**config.mk**
```make
export PLATFORM = sky130hd
export DESIGN_NAME = dma_req_arbiter_flat
export DESIGN_NICKNAME = d
export VERILOG_FILES = /design/src/rtl/dma_req_arbiter_if.sv /design/src/rtl/dma_req_arbiter.sv /design/src/flat_wrapper.sv
export SDC_FILE = /design/constraint.sdc
export NUM_CORES = 1
export LEC_CHECK = 0
export CORE_AREA = 8 8 187 189
export CTS_CLUSTER_SIZE = 25
export DETAILED_ROUTE_END_ITERATION = 12
export DIE_AREA = 0 0 195 197
export PLACE_DENSITY = 0.67
export SLEW_MARGIN = 20
export SYNTH_ARGS = -nofsm -noshare
export SYNTH_HDL_FRONTEND = slang
export SYNTH_SLANG_ARGS = --single-unit
```
**constraint.sdc**
```tcl
create_clock -name aclk -period 3.35 [get_ports aclk]
set_clock_uncertainty 0.15 [all_clocks]
set_input_delay 0.67 -clock aclk [delete_from_list [all_inputs] [get_ports aclk]]
set_output_delay 0.67 -clock aclk [all_outputs]
set_load 0.01 [all_outputs]
```
**src/rtl/dma_req_arbiter_if.sv**
```systemverilog
// dma_req_arbiter_if: per-requester request/completion handshakes plus the shared DMA channel
interface dma_req_arbiter_if #(
  parameter int N_REQ    = 4,
  parameter int REQ_BITS = 96
);
  logic [N_REQ-1:0]          s_valid;
  logic [N_REQ-1:0]          s_ready;
  logic [N_REQ-1:0]          s_done;
  logic [N_REQ*REQ_BITS-1:0] s_req;
  logic                      m_valid;
  logic                      m_ready;
  logic                      m_done;
  logic [REQ_BITS-1:0]       m_req;
  modport master (output s_valid, s_req, m_ready, m_done, input s_ready, s_done, m_valid, m_req);
  modport slave  (input s_valid, s_req, m_ready, m_done, output s_ready, s_done, m_valid, m_req);
endinterface

```
**src/rtl/dma_req_arbiter.sv**
```systemverilog
// dma_req_arbiter: round-robin DMA request arbiter with in-order completion routing and drain/decouple FSM
// Optional per-requester grant counters on output grant_cnt when DMA_ARB_STATS_EN is defined.
module dma_req_arbiter #(
  parameter int N_REQ     = 4,
  parameter int REQ_BITS  = 96,
  parameter int MAX_OUTST = 16
) (
  input  logic             aclk,
  input  logic             areset,
  dma_req_arbiter_if.slave bus,
  input  logic             decouple_req,
  output logic             decoupled,
  output logic             err_spurious
`ifdef DMA_ARB_STATS_EN
  ,
  output logic [N_REQ*32-1:0] grant_cnt
`endif
);
  localparam int IW = $clog2(N_REQ);
  localparam int PW = $clog2(MAX_OUTST);
  localparam int CW = PW + 1;
  typedef enum logic [1:0] {RUN, DRAIN, DCPL} state_t;
  state_t              state_q, state_d;
  logic                out_vld_q, out_vld_d;
  logic [REQ_BITS-1:0] out_req_q;
  logic [IW-1:0]       out_id_q, last_q, win_id, j;
  logic [CW-1:0]       cnt_q, cnt_d;
  logic [PW-1:0]       wr_q, rd_q;
  logic [IW-1:0]       fifo_q [MAX_OUTST];
  logic                err_q, dcpl_q, win_found, accept, hs, pop;
  always_comb begin
    win_found = 1'b0;
    win_id    = '0;
    j         = '0;
    for (int k = 0; k < N_REQ; k++) begin
      j = IW'((int'(last_q) + 1 + k) % N_REQ);
      if (!win_found && bus.s_valid[j]) begin
        win_found = 1'b1;
        win_id    = j;
      end
    end
  end
  // occupancy of the output register counts toward the outstanding limit
  assign accept = win_found && state_q == RUN && !areset && (!out_vld_q || bus.m_ready) &&
                  (32'(cnt_q) + 32'(out_vld_q) < 32'(MAX_OUTST));
  assign hs        = out_vld_q && bus.m_ready;
  assign pop       = bus.m_done && cnt_q != '0 && state_q != DCPL && !areset;
  assign cnt_d     = cnt_q + CW'(hs) - CW'(pop);
  assign out_vld_d = accept || (out_vld_q && !bus.m_ready);
  assign state_d   = state_q == RUN ? (decouple_req ? DRAIN : RUN) :
                     !decouple_req ? RUN :
                     (state_q == DRAIN && !out_vld_d && cnt_d == '0) ? DCPL : state_q;
  assign bus.s_ready  = accept ? N_REQ'(1) << win_id : '0;
  assign bus.s_done   = pop ? N_REQ'(1) << fifo_q[rd_q] : '0;
  assign bus.m_valid  = out_vld_q && !areset;
  assign bus.m_req    = areset ? '0 : out_req_q;
  assign decoupled    = dcpl_q && !areset;
  assign err_spurious = err_q && !areset;
  always_ff @(posedge aclk) begin
    if (areset) begin
      state_q   <= RUN;
      out_vld_q <= 1'b0;
      out_req_q <= '0;
      out_id_q  <= '0;
      last_q    <= IW'(N_REQ - 1);
      cnt_q     <= '0;
      wr_q      <= '0;
      rd_q      <= '0;
      err_q     <= 1'b0;
      dcpl_q    <= 1'b0;
    end else begin
      state_q   <= state_d;
      dcpl_q    <= state_d == DCPL;
      out_vld_q <= out_vld_d;
      cnt_q     <= cnt_d;
      if (accept) begin
        out_req_q <= bus.s_req[win_id*REQ_BITS +: REQ_BITS];
        out_id_q  <= win_id;
        last_q    <= win_id;
      end
      if (hs) begin
        fifo_q[wr_q] <= out_id_q;
        wr_q         <= wr_q + 1'b1;
      end
      if (pop) rd_q <= rd_q + 1'b1;
      if (bus.m_done && !pop) err_q <= 1'b1;
    end
  end
`ifdef DMA_ARB_STATS_EN
  logic [N_REQ*32-1:0] grant_cnt_q;
  always_ff @(posedge aclk) begin
    if (areset) grant_cnt_q <= '0;
    else if (hs) grant_cnt_q[out_id_q*32 +: 32] <= grant_cnt_q[out_id_q*32 +: 32] + 32'd1;
  end
  assign grant_cnt = grant_cnt_q;
`endif
endmodule

```
**src/flat_wrapper.sv**
```systemverilog
// flat-port wrapper written by rule: the top's interface ports become plain ports
module dma_req_arbiter_flat 
#(
  parameter int N_REQ     = 4,
  parameter int REQ_BITS  = 96,
  parameter int MAX_OUTST = 16
)
  (aclk, areset, decouple_req, decoupled, err_spurious, bus_s_valid, bus_s_req, bus_m_ready, bus_m_done, bus_s_ready, bus_s_done, bus_m_valid, bus_m_req);
  dma_req_arbiter_if #(.N_REQ(N_REQ), .REQ_BITS(REQ_BITS)) bus_i ();
  input  logic aclk;
  input  logic areset;
  input  logic decouple_req;
  output logic decoupled;
  output logic err_spurious;
  input wire logic [$bits(bus_i.s_valid)-1:0] bus_s_valid;
  input wire logic [$bits(bus_i.s_req)-1:0] bus_s_req;
  input wire logic [$bits(bus_i.m_ready)-1:0] bus_m_ready;
  input wire logic [$bits(bus_i.m_done)-1:0] bus_m_done;
  output wire logic [$bits(bus_i.s_ready)-1:0] bus_s_ready;
  output wire logic [$bits(bus_i.s_done)-1:0] bus_s_done;
  output wire logic [$bits(bus_i.m_valid)-1:0] bus_m_valid;
  output wire logic [$bits(bus_i.m_req)-1:0] bus_m_req;
  assign bus_i.s_valid = bus_s_valid;
  assign bus_i.s_req = bus_s_req;
  assign bus_i.m_ready = bus_m_ready;
  assign bus_i.m_done = bus_m_done;
  assign bus_s_ready = bus_i.s_ready;
  assign bus_s_done = bus_i.s_done;
  assign bus_m_valid = bus_i.m_valid;
  assign bus_m_req = bus_i.m_req;
  dma_req_arbiter #(.N_REQ(N_REQ), .REQ_BITS(REQ_BITS), .MAX_OUTST(MAX_OUTST)) u_core (.aclk(aclk), .areset(areset), .bus(bus_i), .decouple_req(decouple_req), .decoupled(decoupled), .err_spurious(err_spurious));
endmodule
```
# Yosys cells after proc, flatten, opt, wreduce, memory -nomap -nowiden
# Memory sizes are Yosys's and may differ from the RTL's. A register that Yosys moved wholly into a read port is not among the register bits.
# Index checks and enable logic that the tools add are counted.
# totals
mem_count	1
ff_bits	118
ram_bits	32
output_inout_bits	107
inputBits	393
# memory_table
memory	words	word_bits	rd	rd_ports_with_merged_regs	wr	line_no	text
u_core.fifo_q	16	2	1	1	1	dma_req_arbiter.sv:29	logic [IW-1:0] fifo_q [MAX_OUTST];
# classes
n_shift	3
reduce_logical	31
n_mul	1
n_mux	28
magnitude_cmp	5
n_addsub	9
n_eq_ne	3
# ops
op	count
384-bit by 10-bit indexed part select with 96-bit output	1
96-bit two-way mux	1
32-bit by 5-bit < comparator with 1-bit output, second input constant	1
1-bit logical AND	18
4-bit two-way mux	4
2-bit two-way mux	7
2-bit by 3-bit < comparator with 1-bit output, second input constant	4
1-bit two-way mux	12
4-bit by 1-bit adder with 4-bit output, second input constant	2
1-bit binary-select mux with 2-bit select	4
1-bit logical NOT	8
1-bit by 2-bit << shifter with 4-bit output, first input constant	2
5-bit by 1-bit adder with 6-bit output	1
5-bit by 1-bit adder with 5-bit output	1
5-bit logical NOT	1
5-bit nonzero test	1
5-bit by 1-bit subtractor with 5-bit output	1
2-bit by 1-bit adder with 2-bit output, second input constant	2
2-bit adder, second input constant	2
2-bit by 2-bit multiplier with 4-bit output, second input constant	1
2-bit by 1-bit == test with 1-bit output, second input constant	1
2-bit == test, second input constant	1
2-bit logical NOT	1
1-bit logical OR	2
2-bit != test, second input constant	1

# Logic depth before layout (Yosys ltp)
# depth
word_depth	25
depth_mapped	15
ltp_nobuf	14

# Worst setup path before layout
# Ideal clock, no wire load.
# synth_timing
path_type	register to register
startpoint	register u_core.cnt_q[2]
endpoint	register u_core.state_q[0]
setup_ns	0.116
period_less_slack_ns	3.107
path_slack_ns	0.243
stages_incl_launch_ff	15
t_arrival_ns	2.842
path_cell_list	dfxtp_1 inv_1 ha_1 nor4b_1 nor4bb_1 clkbuf_1 ha_1 inv_1 ha_1 inv_1 fa_1 xnor2_1 nor4b_1 nand4_1 and3b_1
# synth_via
elab_chain_len	10
elab_cells_between_ends	17
cone_classes	add/sub: 3; order compare: 1; mux: 3; reduce/logical: 10
# synth_lines
item	line_no	text
from (decl)	dma_req_arbiter.sv:27	logic [CW-1:0] cnt_q, cnt_d;
from (signal assigned)	dma_req_arbiter.sv:75	cnt_q <= cnt_d;
5-bit nonzero test	dma_req_arbiter.sv:47	assign pop = bus.m_done && cnt_q != '0 && state_q != DCPL && !areset;
1-bit logical AND (3 in series)	dma_req_arbiter.sv:47	
named net u_core.pop	dma_req_arbiter.sv:30	logic err_q, dcpl_q, win_found, accept, hs, pop;
5-bit by 1-bit subtractor with 5-bit output	dma_req_arbiter.sv:48	assign cnt_d = cnt_q + CW'(hs) - CW'(pop);
5-bit logical NOT	dma_req_arbiter.sv:52	(state_q == DRAIN && !out_vld_d && cnt_d == '0) ? DCPL : state_q;
1-bit logical AND	dma_req_arbiter.sv:52	
2-bit two-way mux	dma_req_arbiter.sv:52	
2-bit two-way mux	dma_req_arbiter.sv:51	!decouple_req ? RUN :
2-bit two-way mux	dma_req_arbiter.sv:50	assign state_d = state_q == RUN ? (decouple_req ? DRAIN : RUN) :
to (signal assigned)	dma_req_arbiter.sv:72	state_q <= state_d;
to (decl)	dma_req_arbiter.sv:23	state_t state_q, state_d;
# The timed path passes the listed nets, and every way through them passes these cells.
# A chain may end at the register's enable or synchronous reset.

==> impl_metrics.json <==
{
  "cts_tree": "done",
  "worstPathRequired_ns": 2.53,
  "grt_usage_pct": 18.4,
  "cp.buffers_inverters": 3,
  "run_status": "complete, no violations",
  "slew_viol_final": 0,
  "ir_worst_vdd_mv": 0.330,
  "p_leak_nw": 5.61,
  "pwr-share-clk_pct": 27.1,
  "final_util_pct": 46.2,
  "die_width_um": 195,
  "p_comb_share_pct": 40.1,
  "grt_busiest_layer": "met2",
  "multi_input_area_um2": 4950,
  "synth_warnings": 0,
  "arrival_ns": 2.39,
  "dieArea_um2": 38400,
  "hp-class": "register to register",
  "wirelength_mm": 37.3,
  "slew_headroom_pct": 48.6,
  "use_met2_pct": 31.8,
  "clk_latency_ns": 0.43,
  "layout-drive-gt1-share_pct": 6.94,
  "cts_made_buffers": 17,
  "max_freq_ghz": 0.311,
  "setup_viol": 0,
  "synth_seq_cells": 154,
  "vias": 8422,
  "synthDistinctLibCells": 42,
  "yosysSeqAreaShare_pct": 38.9,
  "criticalPathCategory": "register to output pin",
  "synthesis.nets": 1274,
  "powerDensity_nw_per_um2": 501,
  "ff_latch_area_um2": 3410,
  "gp_congestion": 0.821,
  "fin_nets": 1749,
  "path_cells": "buf_12 -> mux4_2 -> mux4_2 -> buf_4 -> nor3_2 -> buf_2",
  "hold_depth": 2,
  "io_pins": 500,
  "postSynth.asyncResetShare_pct": 0,
  "power.internal_w": 0.00495,
  "reg2reg_to": "u_core.state_q[0]$_SDFF_PP0_",
  "fin_setup_tns_ns": 0,
  "grt_max_degree": 73,
  "holdWs_ns": 0.317,
  "place_hpwl_mm": 29.3,
  "io_buffers": 499,
  "rsz0062_at_grt": "true",
  "ff2ff_path_depth": 15,
  "reg2reg_from": "u_core.cnt_q[2]$_SDFF_PP0_",
  "final_cell_mix": "clkdlybuf4s50_1, mux2i_1, dfxtp_1, nand2_1, nor2b_1",
  "dr.pass1.iters": 5,
  "syn_inst": 866,
  "routedWlPerCell_um": 21.1,
  "final_common_cell": "clkdlybuf4s50_1",
  "avgViaCountPerCell": 4.77,
  "whs_endpoint": "u_core.state_q[1]$_SDFF_PP0_",
  "cpMostUsedCell": "mux4_2",
  "totalPowerFinal_w": 0.00743,
  "syn-cell-area_um2": 8750,
  "grt_pass1_wl_mm": 54.8,
  "crit_family": "multiplexers",
  "min_period_ns": 3.21,
  "die_h_um": 197,
  "netSwitchingFraction_pct": 33.4,
  "postRouteAntennaNets": 0,
  "cts_sinks": 154,
  "postPlaceCellArea_um2": 14100,
  "p_switching_w": 0.00248,
  "grt_use_met1_pct": 21.5,
  "start_util_pct": 27.3,
  "final_cell_area_um2": 14800,
  "fillCellCount": 3001,
  "use_met3_pct": 5.73,
  "cts-root-buf": "clkbuf_16",
  "area_growth_pct": 69.3,
  "setup.worst_path.start_class": "register",
  "grt-ovfl-total": 0,
  "max-cap-violations": 0,
  "cp_slowest_cell": "mux4_2",
  "drc": 0,
  "cp_max_fo": 8,
  "antenna_found_initial": 7,
  "cts.path.max_buffers": 2,
  "r2r_setup_slack_ns": 0.15,
  "end_kind": "output pin",
  "h-tree-depth": 4,
  "finalCritPeriodShare_pct": 95.9,
  "ys.flop_type": "dfxtp_1",
  "slowest_delay_ns": 0.53,
  "num_rows": 66,
  "synth-edff-count": 32,
  "core-area_um2": 32000,
  "grt_pass1_vias": 8924,
  "min_from": "u_core.state_q[1]$_SDFF_PP0_",
  "hold_viol_final": 0,
  "drt_iter0_drc": 393,
  "worst_pin_slew_ns": 0.771,
  "seqPwrFrac_pct": 32.8,
  "syn_avg_cell_area_um2": 10.1,
  "path_clk_slew_ns": 0.08
}
-- final cells by class --
cell class / instances / area share (%)
multi-input combinational: 624 / 33.4
tap: 408 / 3.45
clock buffer: 17 / 2.87
sequential: 154 / 23.0
inverter: 14 / 0.355
clock inverter: 15 / 1.33
antenna: 5 / 0.0845
timing repair buffer: 530 / 35.5
-- stage by stage --
step / cells / setup WS (ns)
after global placement: 1726 / -0.112
after CTS: 1762 / 0.00755
final: 1767 / 0.138
after detailed placement: 1726 / -0.161
after global routing: 1767 / -0.0676
after floorplan: 866 / 0.243
-- flip-flops by register name (all words and copies together), names as in the netlist, named ones only --
register	flops
u_core.cnt_q	5
u_core.dcpl_q	1
u_core.err_q	1
u_core.fifo_q	32
u_core.last_q	2
u_core.out_id_q	2
u_core.out_req_q	96
u_core.out_vld_q	1
u_core.rd_q	4
u_core.state_q	2
u_core.wr_q	4
-- kinds of logic (layout without fill, tap and decap cells) --
kind of cell	count (synthesis)	in the layout	share of synthesized area [%]
other cells	0	5	0
compound gates	115	115	11.0
xor+xnor	9	9	0.901
buf+inv	88	576	5.76
simple gates	279	279	16.1
fa+ha+maj	15	15	2.23
mux	206	206	25.0
flops	154	154	38.9
-- worst max path at each step --
stage                                         to  slack, ns  cells after the start
CTS                 u_core.state_q[0]$_SDFF_PP0_      0.008                     16
floorplan           u_core.state_q[0]$_SDFF_PP0_       0.24                     14
global route        u_core.state_q[0]$_SDFF_PP0_      -0.07                     14
detailed placement  u_core.state_q[0]$_SDFF_PP0_      -0.16                     12
finish                             bus_s_done[1]       0.14                      6
global placement    u_core.state_q[0]$_SDFF_PP0_      -0.11                     11
-- worst min-delay path, delay by kind of cell, from the launching register on --
kind                   cells  cell delay (ns)
flip-flops                 1             0.32
buffers and inverters      1             0.06
AO/OA/AOI/OAI              1             0.05
-- power groups by stage --
| stage | logic (W) | registers [W] | clock network (W) |
|---|---|---|---|
| global placement | 0.00288 | 0.00246 | 0 |
| floorplan | 0.00166 | 0.00243 | 0 |
| finish | 0.00298 | 0.00244 | 0.00201 |
| global route | 0.00320 | 0.00248 | 0.00216 |
| CTS | 0.00293 | 0.00243 | 0.00207 |
| detailed placement | 0.00291 | 0.00246 | 0 |
-- synth_stat cells (2+ instances only) --
library cell	number	share of area, %
clkbuf_1	32	1.4
a21oi_1	9	0.51
xnor2_1	4	0.40
nor2_1	32	1.4
edfxtp_1	32	11
nand4_1	5	0.36
and2_1	4	0.29
nor3_1	6	0.34
o221ai_1	96	9.6
mux4_2	5	1.3
buf_2	19	1.1
mux4_1	4	1.2
inv_1	14	0.60
nand2_1	109	4.7
buf_6	18	2.3
ha_1	14	2.0
nor3_2	2	0.23
mux2i_1	196	22
nor4b_1	2	0.20
dfxtp_1	122	28
buf_4	4	0.34
nand2b_1	10	0.72
nor2b_1	102	7.3
o211ai_1	2	0.17
a21o_1	2	0.17
xor2_1	5	0.50
-- per-layer routing --
layer	part of all wire [%]	wire length, um
met2	51	19000
met3	6.7	2500
met1	41	15100
met4	1.7	639
met5	0.035	13
-- what timing repair did --
item / CTS / global route
pin swaps: 1 / 8
endpoints found under the hold margin: 0 / 0
buffers inserted: 4 / 1
setup endpoints to repair: 8 / 5
resized for setup: 14 / 16
hold buffers: 0 / 0
No activity file was read; power rests on OpenSTA's default activity.
